### config.mk
export PLATFORM = sky130hd
export DESIGN_NAME = crc32_check_flat
export DESIGN_NICKNAME = d
export VERILOG_FILES = /design/src/rtl/crc32_check_pkg.sv /design/src/rtl/crc32_check_if.sv /design/src/rtl/crc32_check_lfsr_step.sv /design/src/rtl/crc32_check.sv /design/src/flat_wrapper.sv
export SDC_FILE = /design/constraint.sdc
export NUM_CORES = 1
export LEC_CHECK = 0
export BUFFER_PORTS_ARGS = -buffer_cell sky130_fd_sc_hd__buf_2
export CAP_MARGIN = 15
export CORE_MARGIN = 10
export CORE_UTILIZATION = 50
export CTS_CLUSTER_DIAMETER = 100
export DETAILED_ROUTE_END_ITERATION = 16
export GPL_ROUTABILITY_DRIVEN = 0
export GPL_TIMING_DRIVEN = 0
export PLACE_DENSITY = 0.76
export SLEW_MARGIN = 30
export SYNTH_ARGS = -nofsm -noshare
export SYNTH_HDL_FRONTEND = slang
export SYNTH_SLANG_ARGS = --single-unit
export TNS_END_PERCENT = 10
### constraint.sdc
create_clock -name clk -period 5.9 [get_ports clk]
set_input_delay 0.59 -clock clk [delete_from_list [all_inputs] [get_ports clk]]
set_output_delay 0.59 -clock clk [all_outputs]
set_load 0.03 [all_outputs]
### src/rtl/crc32_check_pkg.sv
// Shared types and reference polynomials for the CRC checker and its future generator sibling.
package crc_pkg;

  typedef enum logic [1:0] {
    IDLE,
    SHIFT,
    DONE
  } crc_chk_state_t;

  localparam logic [32:0] CRC32_POLY = 33'h104C11DB7;
  localparam logic [8:0]  CRC8_POLY  = 9'h107;

endpackage

### src/rtl/crc32_check_if.sv
// Input word/CRC/polynomial handshake plus result handshake of the CRC checker.
interface crc32_check_if #(
  parameter int unsigned WIDTH = 32
);
  logic             in_valid;
  logic             in_ready;
  logic [WIDTH-1:0] data;
  logic [WIDTH-1:0] crc_i;
  logic [WIDTH:0]   polynom_i;
  logic             result_valid;
  logic             result_ready;
  logic             crc_ok;
  logic [WIDTH-1:0] syndrome;
  logic [WIDTH-1:0] crc_calc;

  modport master (
    output in_valid, data, crc_i, polynom_i, result_ready,
    input  in_ready, result_valid, crc_ok, syndrome, crc_calc
  );

  modport slave (
    input  in_valid, data, crc_i, polynom_i, result_ready,
    output in_ready, result_valid, crc_ok, syndrome, crc_calc
  );
endinterface

### src/rtl/crc32_check_lfsr_step.sv
// One bit of MSB-first polynomial division: shifts the remainder and folds in the polynomial on feedback.
module crc_lfsr_step #(
  parameter int unsigned WIDTH = 32
) (
  input  logic [WIDTH-1:0] r_i,
  input  logic             bit_i,
  input  logic [WIDTH-1:0] poly_i,
  output logic [WIDTH-1:0] r_o
);
  logic fb;

  always_comb begin
    fb  = r_i[WIDTH-1] ^ bit_i;
    r_o = {r_i[WIDTH-2:0], 1'b0} ^ (fb ? poly_i : '0);
  end
endmodule

### src/rtl/crc32_check.sv
// Bit-serial CRC checker: recomputes data*x^WIDTH mod P and compares against the received CRC.
module crc32_check
  import crc_pkg::*;
#(
  parameter int unsigned WIDTH = 32
) (
  input logic          clk,
  input logic          rst,
  crc32_check_if.slave bus
);
  localparam int unsigned CNT_W = $clog2(WIDTH) + 1;
  localparam logic [CNT_W-1:0] LAST = CNT_W'(WIDTH - 1);

  crc_chk_state_t   state_q, state_d;
  logic [WIDTH-1:0] data_q, data_d;
  logic [WIDTH-1:0] crc_q, crc_d;
  logic [WIDTH-1:0] poly_q, poly_d;
  logic [WIDTH-1:0] r_q, r_d;
  logic [CNT_W-1:0] cnt_q, cnt_d;
  logic             ok_q, ok_d;
  logic [WIDTH-1:0] syn_q, syn_d;
  logic [WIDTH-1:0] calc_q, calc_d;
  logic [WIDTH-1:0] r_next;

  crc_lfsr_step #(.WIDTH(WIDTH)) u_step (
    .r_i    (r_q),
    .bit_i  (data_q[WIDTH-1]),
    .poly_i (poly_q),
    .r_o    (r_next)
  );

  always_ff @(posedge clk or posedge rst) begin
    if (rst) begin
      state_q <= IDLE;
      data_q  <= '0;
      crc_q   <= '0;
      poly_q  <= '0;
      r_q     <= '0;
      cnt_q   <= '0;
      ok_q    <= 1'b0;
      syn_q   <= '0;
      calc_q  <= '0;
    end else begin
      state_q <= state_d;
      data_q  <= data_d;
      crc_q   <= crc_d;
      poly_q  <= poly_d;
      r_q     <= r_d;
      cnt_q   <= cnt_d;
      ok_q    <= ok_d;
      syn_q   <= syn_d;
      calc_q  <= calc_d;
    end
  end

  always_comb begin
    state_d = state_q;
    data_d  = data_q;
    crc_d   = crc_q;
    poly_d  = poly_q;
    r_d     = r_q;
    cnt_d   = cnt_q;
    ok_d    = ok_q;
    syn_d   = syn_q;
    calc_d  = calc_q;
    unique case (state_q)
      IDLE: begin
        if (bus.in_valid) begin
          data_d  = bus.data;
          crc_d   = bus.crc_i;
          poly_d  = bus.polynom_i[WIDTH-1:0];
          r_d     = '0;
          cnt_d   = '0;
          state_d = SHIFT;
        end
      end
      SHIFT: begin
        r_d    = r_next;
        data_d = {data_q[WIDTH-2:0], 1'b0};
        cnt_d  = cnt_q + 1'b1;
        if (cnt_q == LAST) begin
          calc_d  = r_next;
          syn_d   = r_next ^ crc_q;
          ok_d    = (r_next == crc_q);
          state_d = DONE;
        end
      end
      DONE: begin
        if (bus.result_ready) state_d = IDLE;
      end
      default: state_d = IDLE;
    endcase
  end

  // Result handshake is decoded from state so reset clears it asynchronously.
  assign bus.in_ready     = (state_q == IDLE);
  assign bus.result_valid = (state_q == DONE);
  assign bus.crc_ok       = ok_q;
  assign bus.syndrome     = syn_q;
  assign bus.crc_calc     = calc_q;
endmodule
### src/flat_wrapper.sv
// flat-port wrapper written by rule: the top's interface ports become plain ports
module crc32_check_flat import crc_pkg::*;
#(
  parameter int unsigned WIDTH = 32
)
  (clk, rst, bus_in_valid, bus_data, bus_crc_i, bus_polynom_i, bus_result_ready, bus_in_ready, bus_result_valid, bus_crc_ok, bus_syndrome, bus_crc_calc);
  crc32_check_if #(.WIDTH(WIDTH)) bus_i ();
  input logic clk;
  input logic rst;
  input wire logic [$bits(bus_i.in_valid)-1:0] bus_in_valid;
  input wire logic [$bits(bus_i.data)-1:0] bus_data;
  input wire logic [$bits(bus_i.crc_i)-1:0] bus_crc_i;
  input wire logic [$bits(bus_i.polynom_i)-1:0] bus_polynom_i;
  input wire logic [$bits(bus_i.result_ready)-1:0] bus_result_ready;
  output wire logic [$bits(bus_i.in_ready)-1:0] bus_in_ready;
  output wire logic [$bits(bus_i.result_valid)-1:0] bus_result_valid;
  output wire logic [$bits(bus_i.crc_ok)-1:0] bus_crc_ok;
  output wire logic [$bits(bus_i.syndrome)-1:0] bus_syndrome;
  output wire logic [$bits(bus_i.crc_calc)-1:0] bus_crc_calc;
  assign bus_i.in_valid = bus_in_valid;
  assign bus_i.data = bus_data;
  assign bus_i.crc_i = bus_crc_i;
  assign bus_i.polynom_i = bus_polynom_i;
  assign bus_i.result_ready = bus_result_ready;
  assign bus_in_ready = bus_i.in_ready;
  assign bus_result_valid = bus_i.result_valid;
  assign bus_crc_ok = bus_i.crc_ok;
  assign bus_syndrome = bus_i.syndrome;
  assign bus_crc_calc = bus_i.crc_calc;
  crc32_check #(.WIDTH(WIDTH)) u_core (.clk(clk), .rst(rst), .bus(bus_i));
endmodule
Yosys cells after proc, flatten, opt, wreduce, memory -nomap -nowiden
Index checks and enable logic that the tools add are counted.
Widths: inputs -> output; s select.
{"block": "totals", "register_bits": 201, "in_bits": 101, "output_inout_bits": 67, "word_cells": 37}
{"block": "op_classes", "addsub": 1, "n_eq_ne": 7, "n_mux": 11, "bitwise": 3, "reduce_logical": 6}
{"cell": "$pmux 32 s2", "n": 2}
{"cell": "$mux 32", "n": 3}
{"cell": "$xor 32x32->32", "n": 2}
{"cell": "$eq 32x32->1", "n": 1}
{"cell": "$pmux 6 s2", "n": 1}
{"cell": "$add 6x1->6 const B", "n": 1}
{"cell": "$eq 6x5->1 const B", "n": 1}
{"cell": "$mux 2", "n": 3}
{"cell": "$mux 6", "n": 1}
{"cell": "$pmux 2 s3", "n": 1}
{"cell": "$reduce_and 2->1", "n": 3}
{"cell": "$ne 2x2->1 const B", "n": 2}
{"cell": "$reduce_and 3->1", "n": 1}
{"cell": "$eq 2x1->1 const B", "n": 1}
{"cell": "$eq 2x2->1 const B", "n": 1}
{"cell": "$logic_not 2->1", "n": 1}
{"cell": "$ne 2x1->1 const B", "n": 1}
{"cell": "$reduce_bool 2->1", "n": 1}
{"cell": "$xor 1x1->1", "n": 1}

Longest topological paths before layout
{"block": "logic_depth", "ltp_word": 4, "ltp_mapped": 8, "ltp_nobuf": 7}

Modules after synthesis
Synthesis repeated with hierarchy kept, for this count alone.
{"block": "hier_totals", "cells_unflattened": 708, "hier_area_um2": 8582.0}
{"module": "crc32_check", "n_inst": 1, "cells_each": 641, "area_each_um2": 8127.8}
{"module": "crc_lfsr_step", "n_inst": 1, "cells_each": 67, "area_each_um2": 454.2}

Least setup slack after synthesis
OpenSTA, ideal clock, no wires.
{"block": "synth_path", "path_type": "register -> register", "from": "register u_core.state_q[0]", "to": "register u_core.crc_q[19]", "setup_time_ns": 0.065, "arrival_ns": 1.895, "setup_slack_ns": 3.940, "stages_incl_launch_ff": 8, "cell_sequence": "dfrtp_1 -> nor2_1 -> and2_1 -> clkbuf_1 -> clkbuf_1 -> buf_2 -> nand2_1 -> nand2_1"}
{"block": "synth_via", "elab_chain_len": 2}
{"item": "start, declared", "line_no": "crc32_check.sv:14", "text": "crc_chk_state_t state_q, state_d;"}
{"item": "start signal, assigned", "line_no": "crc32_check.sv:44", "text": "state_q <= state_d;"}
{"item": "$logic_not 2->1"}
{"item": "via bus_in_ready", "line_no": "flat_wrapper.sv:15", "text": "output wire logic [$bits(bus_i.in_ready)-1:0] bus_in_ready;"}
{"item": "$reduce_and 2->1 (no source line)"}
{"item": "end signal, assigned", "line_no": "crc32_check.sv:46", "text": "crc_q <= crc_d;"}
{"item": "end, declared", "line_no": "crc32_check.sv:16", "text": "logic [WIDTH-1:0] crc_q, crc_d;"}
The timed path passes the listed nets, and every way through them passes these cells.
A chain may end at the register's enable or synchronous reset.

Worst setup path in the final report
{"block": "layout_path", "from": "register u_core.data_q[31]", "to": "register u_core.ok_q, in the netlist u_core.bus.crc_ok"}
{"block": "layout_via", "elab_chain_len": 4}
{"item": "start, declared", "line_no": "crc32_check.sv:15", "text": "logic [WIDTH-1:0] data_q, data_d;"}
{"item": "start signal, assigned", "line_no": "crc32_check.sv:45", "text": "data_q <= data_d;"}
{"item": "$xor 1x1->1", "line_no": "crc32_check_lfsr_step.sv:13", "text": "fb = r_i[WIDTH-1] ^ bit_i;"}
{"item": "$mux 32", "line_no": "crc32_check_lfsr_step.sv:14", "text": "r_o = {r_i[WIDTH-2:0], 1'b0} ^ (fb ? poly_i : '0);"}
{"item": "$xor 32x32->32", "line_no": "crc32_check_lfsr_step.sv:14"}
{"item": "$eq 32x32->1", "line_no": "crc32_check.sv:84", "text": "ok_d = (r_next == crc_q);"}
{"item": "end signal, assigned", "line_no": "crc32_check.sv:50", "text": "ok_q <= ok_d;"}
{"item": "end, declared", "line_no": "crc32_check.sv:20", "text": "logic ok_q, ok_d;"}
Every way passes these cells.

==> impl_metrics.json <==
{
  "tightest_slew_ns": 0.6353,
  "combPwrFrac_pct": 42.3,
  "antenna_left": 0,
  "worstPathArrival_ns": 3.01,
  "clkSinkCount": 201,
  "cts_buffers": 23,
  "p_clk_share_pct": 20.7,
  "crit_slowest_cell": "nor4_1",
  "period_needed_ns": 2.581,
  "dpl_worst_slack_ns": 3.356,
  "fp.dieW_um": 152.0,
  "endpoint_kind": "flip-flop",
  "clock_skew_ns": 0.009992,
  "grt_max_degree": 29,
  "seq_area_frac_synth_pct": 57.73,
  "setup_violations": 0,
  "internal_power_w": 0.003873,
  "fin_tns_setup_ns": 0,
  "die_y_um": 152.0,
  "via_per_inst": 5.243,
  "ys_types": 32,
  "yosys_warnings": 0,
  "post-route-cell-area_mm2": 0.01068,
  "first_global_vias": 7313,
  "path_clk_slew_ns": 0.06,
  "p_sw_w": 0.002570,
  "grt_antenna_before_repair": 2,
  "synth_edf_count": 0,
  "p_per_area_mw_per_mm2": 603.2,
  "cts_setup_buffers": 0,
  "wl_per_cell_um": 18.15,
  "hp-class": "input port to async pin",
  "final_cell_mix": "nand2_1, dfrtp_1, buf_2",
  "cts_hold_buf": 0,
  "post_dp_cell_area_mm2": 0.009977,
  "initial_core_util_pct": 50.73,
  "clock_path_buffers": 3,
  "num-fill-cells": 1486,
  "drive_gt1_share_pct": 20.35,
  "grt_overflow": 0,
  "cts_tree": "yes",
  "synth-async-reset-ratio_pct": 100.0,
  "core_area_mm2": 0.01718,
  "seqPwrFrac_pct": 37.0,
  "die-area_mm2": 0.02311,
  "ir_drop_uv": 309.8,
  "grt.total_usage_pct": 20.42,
  "clk_latency_ns": 0.50,
  "crit_required_ns": 6.33,
  "p_leak_nw": 5.475,
  "syn_inst": 886,
  "final_common_cell": "nand2_1",
  "dp_cells": 1284,
  "postCtsResizedCells": 0,
  "grt_pass1_wl_um": 39070,
  "setup_ws_ns": 3.319,
  "routed_wl_um": 24010,
  "final_cell_count_no_fill": 1323,
  "vias": 6937,
  "ys.flop_type": "dfrtp_1",
  "swShare_pct": 39.89,
  "htree_levels": 1,
  "multiInputGateArea_mm2": 0.003456,
  "outcome": "complete, no violations",
  "fmax_mhz": 387.5,
  "area_growth_pct": 22.59,
  "finish.utilization_pct": 62.19,
  "syn-cell-area_mm2": 0.008713,
  "avgSynthCellArea_um2": 9.834,
  "regArea_mm2": 0.005030,
  "drv_slew": 0,
  "first_pass_iters": 6,
  "synthesis.nets": 988,
  "hold_viol": 0,
  "relSlewSlack_pct": 57.26,
  "drc": 0,
  "maxCapViolCount": 0,
  "cp_max_fo": 10,
  "timing.final.crit_share_pct": 43.74,
  "clockRootBuffer": "clkbuf_16",
  "first_iter_violations": 442,
  "critical_path.cell_chain": "xor2_2 > buf_6 > nand2_1 > xor3_1 > nand4_1 > nor4_1 > a32o_1",
  "final_nets": 1186,
  "rsz0062_at_grt": "false",
  "dp_hpwl_um": 17480,
  "synth.ff_latch_count": 201,
  "critical_path.startpoint_type": "flip-flop",
  "io_buffer_count": 166,
  "slowest_delay_ns": 0.62,
  "critPathKind": "flip-flop to flip-flop",
  "ioPinCount": 168,
  "rows": 48
}
-- cell families (layout without fill, tap and decap cells) --
| family | Yosys count | after routing | synth area share [%] |
|---|---|---|---|
| and+or+nand+nor | 418 | 418 | 19.36 |
| DFF | 201 | 201 | 57.73 |
| AOI/OAI and AO/OA | 139 | 139 | 9.032 |
| xor gates and xnor gates | 73 | 73 | 11.13 |
| buffers and inverters | 54 | 264 | 2.613 |
| adders and majority gates | 1 | 1 | 0.1436 |
| other | 0 | 2 | 0 |
-- power by group through the flow --
stage               registers (W)  clock network, W  logic (W)
floorplan                 0.00259                 0    0.00171
global placement          0.00237                 0    0.00264
detailed placement        0.00239                 0    0.00273
CTS                       0.00238           0.00136    0.00275
global route              0.00245           0.00143    0.00301
finish                    0.00238           0.00133    0.00273
-- area by class of cell --
| class | count | share of cell area [%] |
|---|---|---|
| diodes | 2 | 0.04685 |
| plain buffers | 52 | 2.062 |
| multi-input cells | 631 | 32.35 |
| inverters | 2 | 0.1054 |
| clock inverters | 5 | 0.4685 |
| flip-flops and latches | 201 | 47.09 |
| repair buffers | 173 | 9.160 |
| clock buffers | 32 | 6.079 |
| well taps | 225 | 2.636 |
-- metrics by stage --
stage                     hold slack, ns  total power (W)
after floorplan                   0.4455         0.004304
after global placement            0.4562         0.005011
after detailed placement          0.4618         0.005121
after CTS                         0.1429         0.006485
after global routing              0.1630         0.006883
final                             0.1454         0.006444
-- state kept, by name, summed over array words and instances (netlist names) --
signal and flops:
u_core.bus.crc_calc 32, u_core.bus.syndrome 32, u_core.crc_q 32, u_core.data_q 32, u_core.poly_q 32, u_core.r_q 32
u_core.cnt_q 6, u_core.state_q 2, u_core.bus.crc_ok 1
-- metal layers --
| metal | up-vias | GRT usage [%] | part of all wire, % | routed length (um) |
|---|---|---|---|---|
| li1 | 3288 | - | - | - |
| met1 | 3394 | 26.66 | 44 | 10460 |
| met2 | 232 | 33.71 | 48 | 11510 |
| met3 | 23 | 5.052 | 7.0 | 1680 |
| met4 | 0 | 4.448 | 1.5 | 358 |
| met5 | - | 0 | 0 | 0 |
-- final timing paths --
kind,start,endpoint,slack (ns),depth (start not counted)
max in group asynchronous,rst,u_core.crc_q[1]$_DFFE_PP0P_,4.79,5
min reg2reg,u_core.data_q[19]$_DFFE_PP0P_,u_core.data_q[19]$_DFFE_PP0P_,0.47,2
min in group clk,bus_crc_i[3],u_core.crc_q[3]$_DFFE_PP0P_,0.28,3
max reg2reg,u_core.data_q[31]$_DFFE_PP0P_,u_core.bus.crc_ok$_DFFE_PP0P_,3.32,7
max,u_core.data_q[31]$_DFFE_PP0P_,u_core.bus.crc_ok$_DFFE_PP0P_,3.32,7
min,rst,u_core.bus.crc_calc[22]$_DFFE_PP0P_,0.15,2
-- critical path, delay by kind of cell (launching register included) --
kind,cells,cell delay (ns)
AOI/OAI and AO/OA,1,0.26
xor gates and xnor gates,2,0.71
buffers and inverters,1,0.23
DFF,1,0.42
and+or+nand+nor,3,0.89
-- synth_stat cells (2+ instances only) --
library cell | n | share of area [%]
o21ai_0 | 103 | 5.9
nor2_1 | 3 | 0.13
xnor2_2 | 3 | 0.56
buf_2 | 2 | 0.11
nand2_2 | 5 | 0.36
and2_1 | 2 | 0.14
nand2_1 | 360 | 16
nand2b_1 | 2 | 0.14
xnor2_1 | 15 | 1.5
xor2_1 | 34 | 3.4
clkbuf_1 | 46 | 2.0
buf_6 | 3 | 0.39
nand3_1 | 33 | 1.9
nand4_1 | 7 | 0.50
dfrtp_1 | 201 | 58
xor3_1 | 20 | 5.5
a22oi_1 | 31 | 2.7
inv_1 | 2 | 0.086
Note: power is estimated with default switching activity, not from simulation.
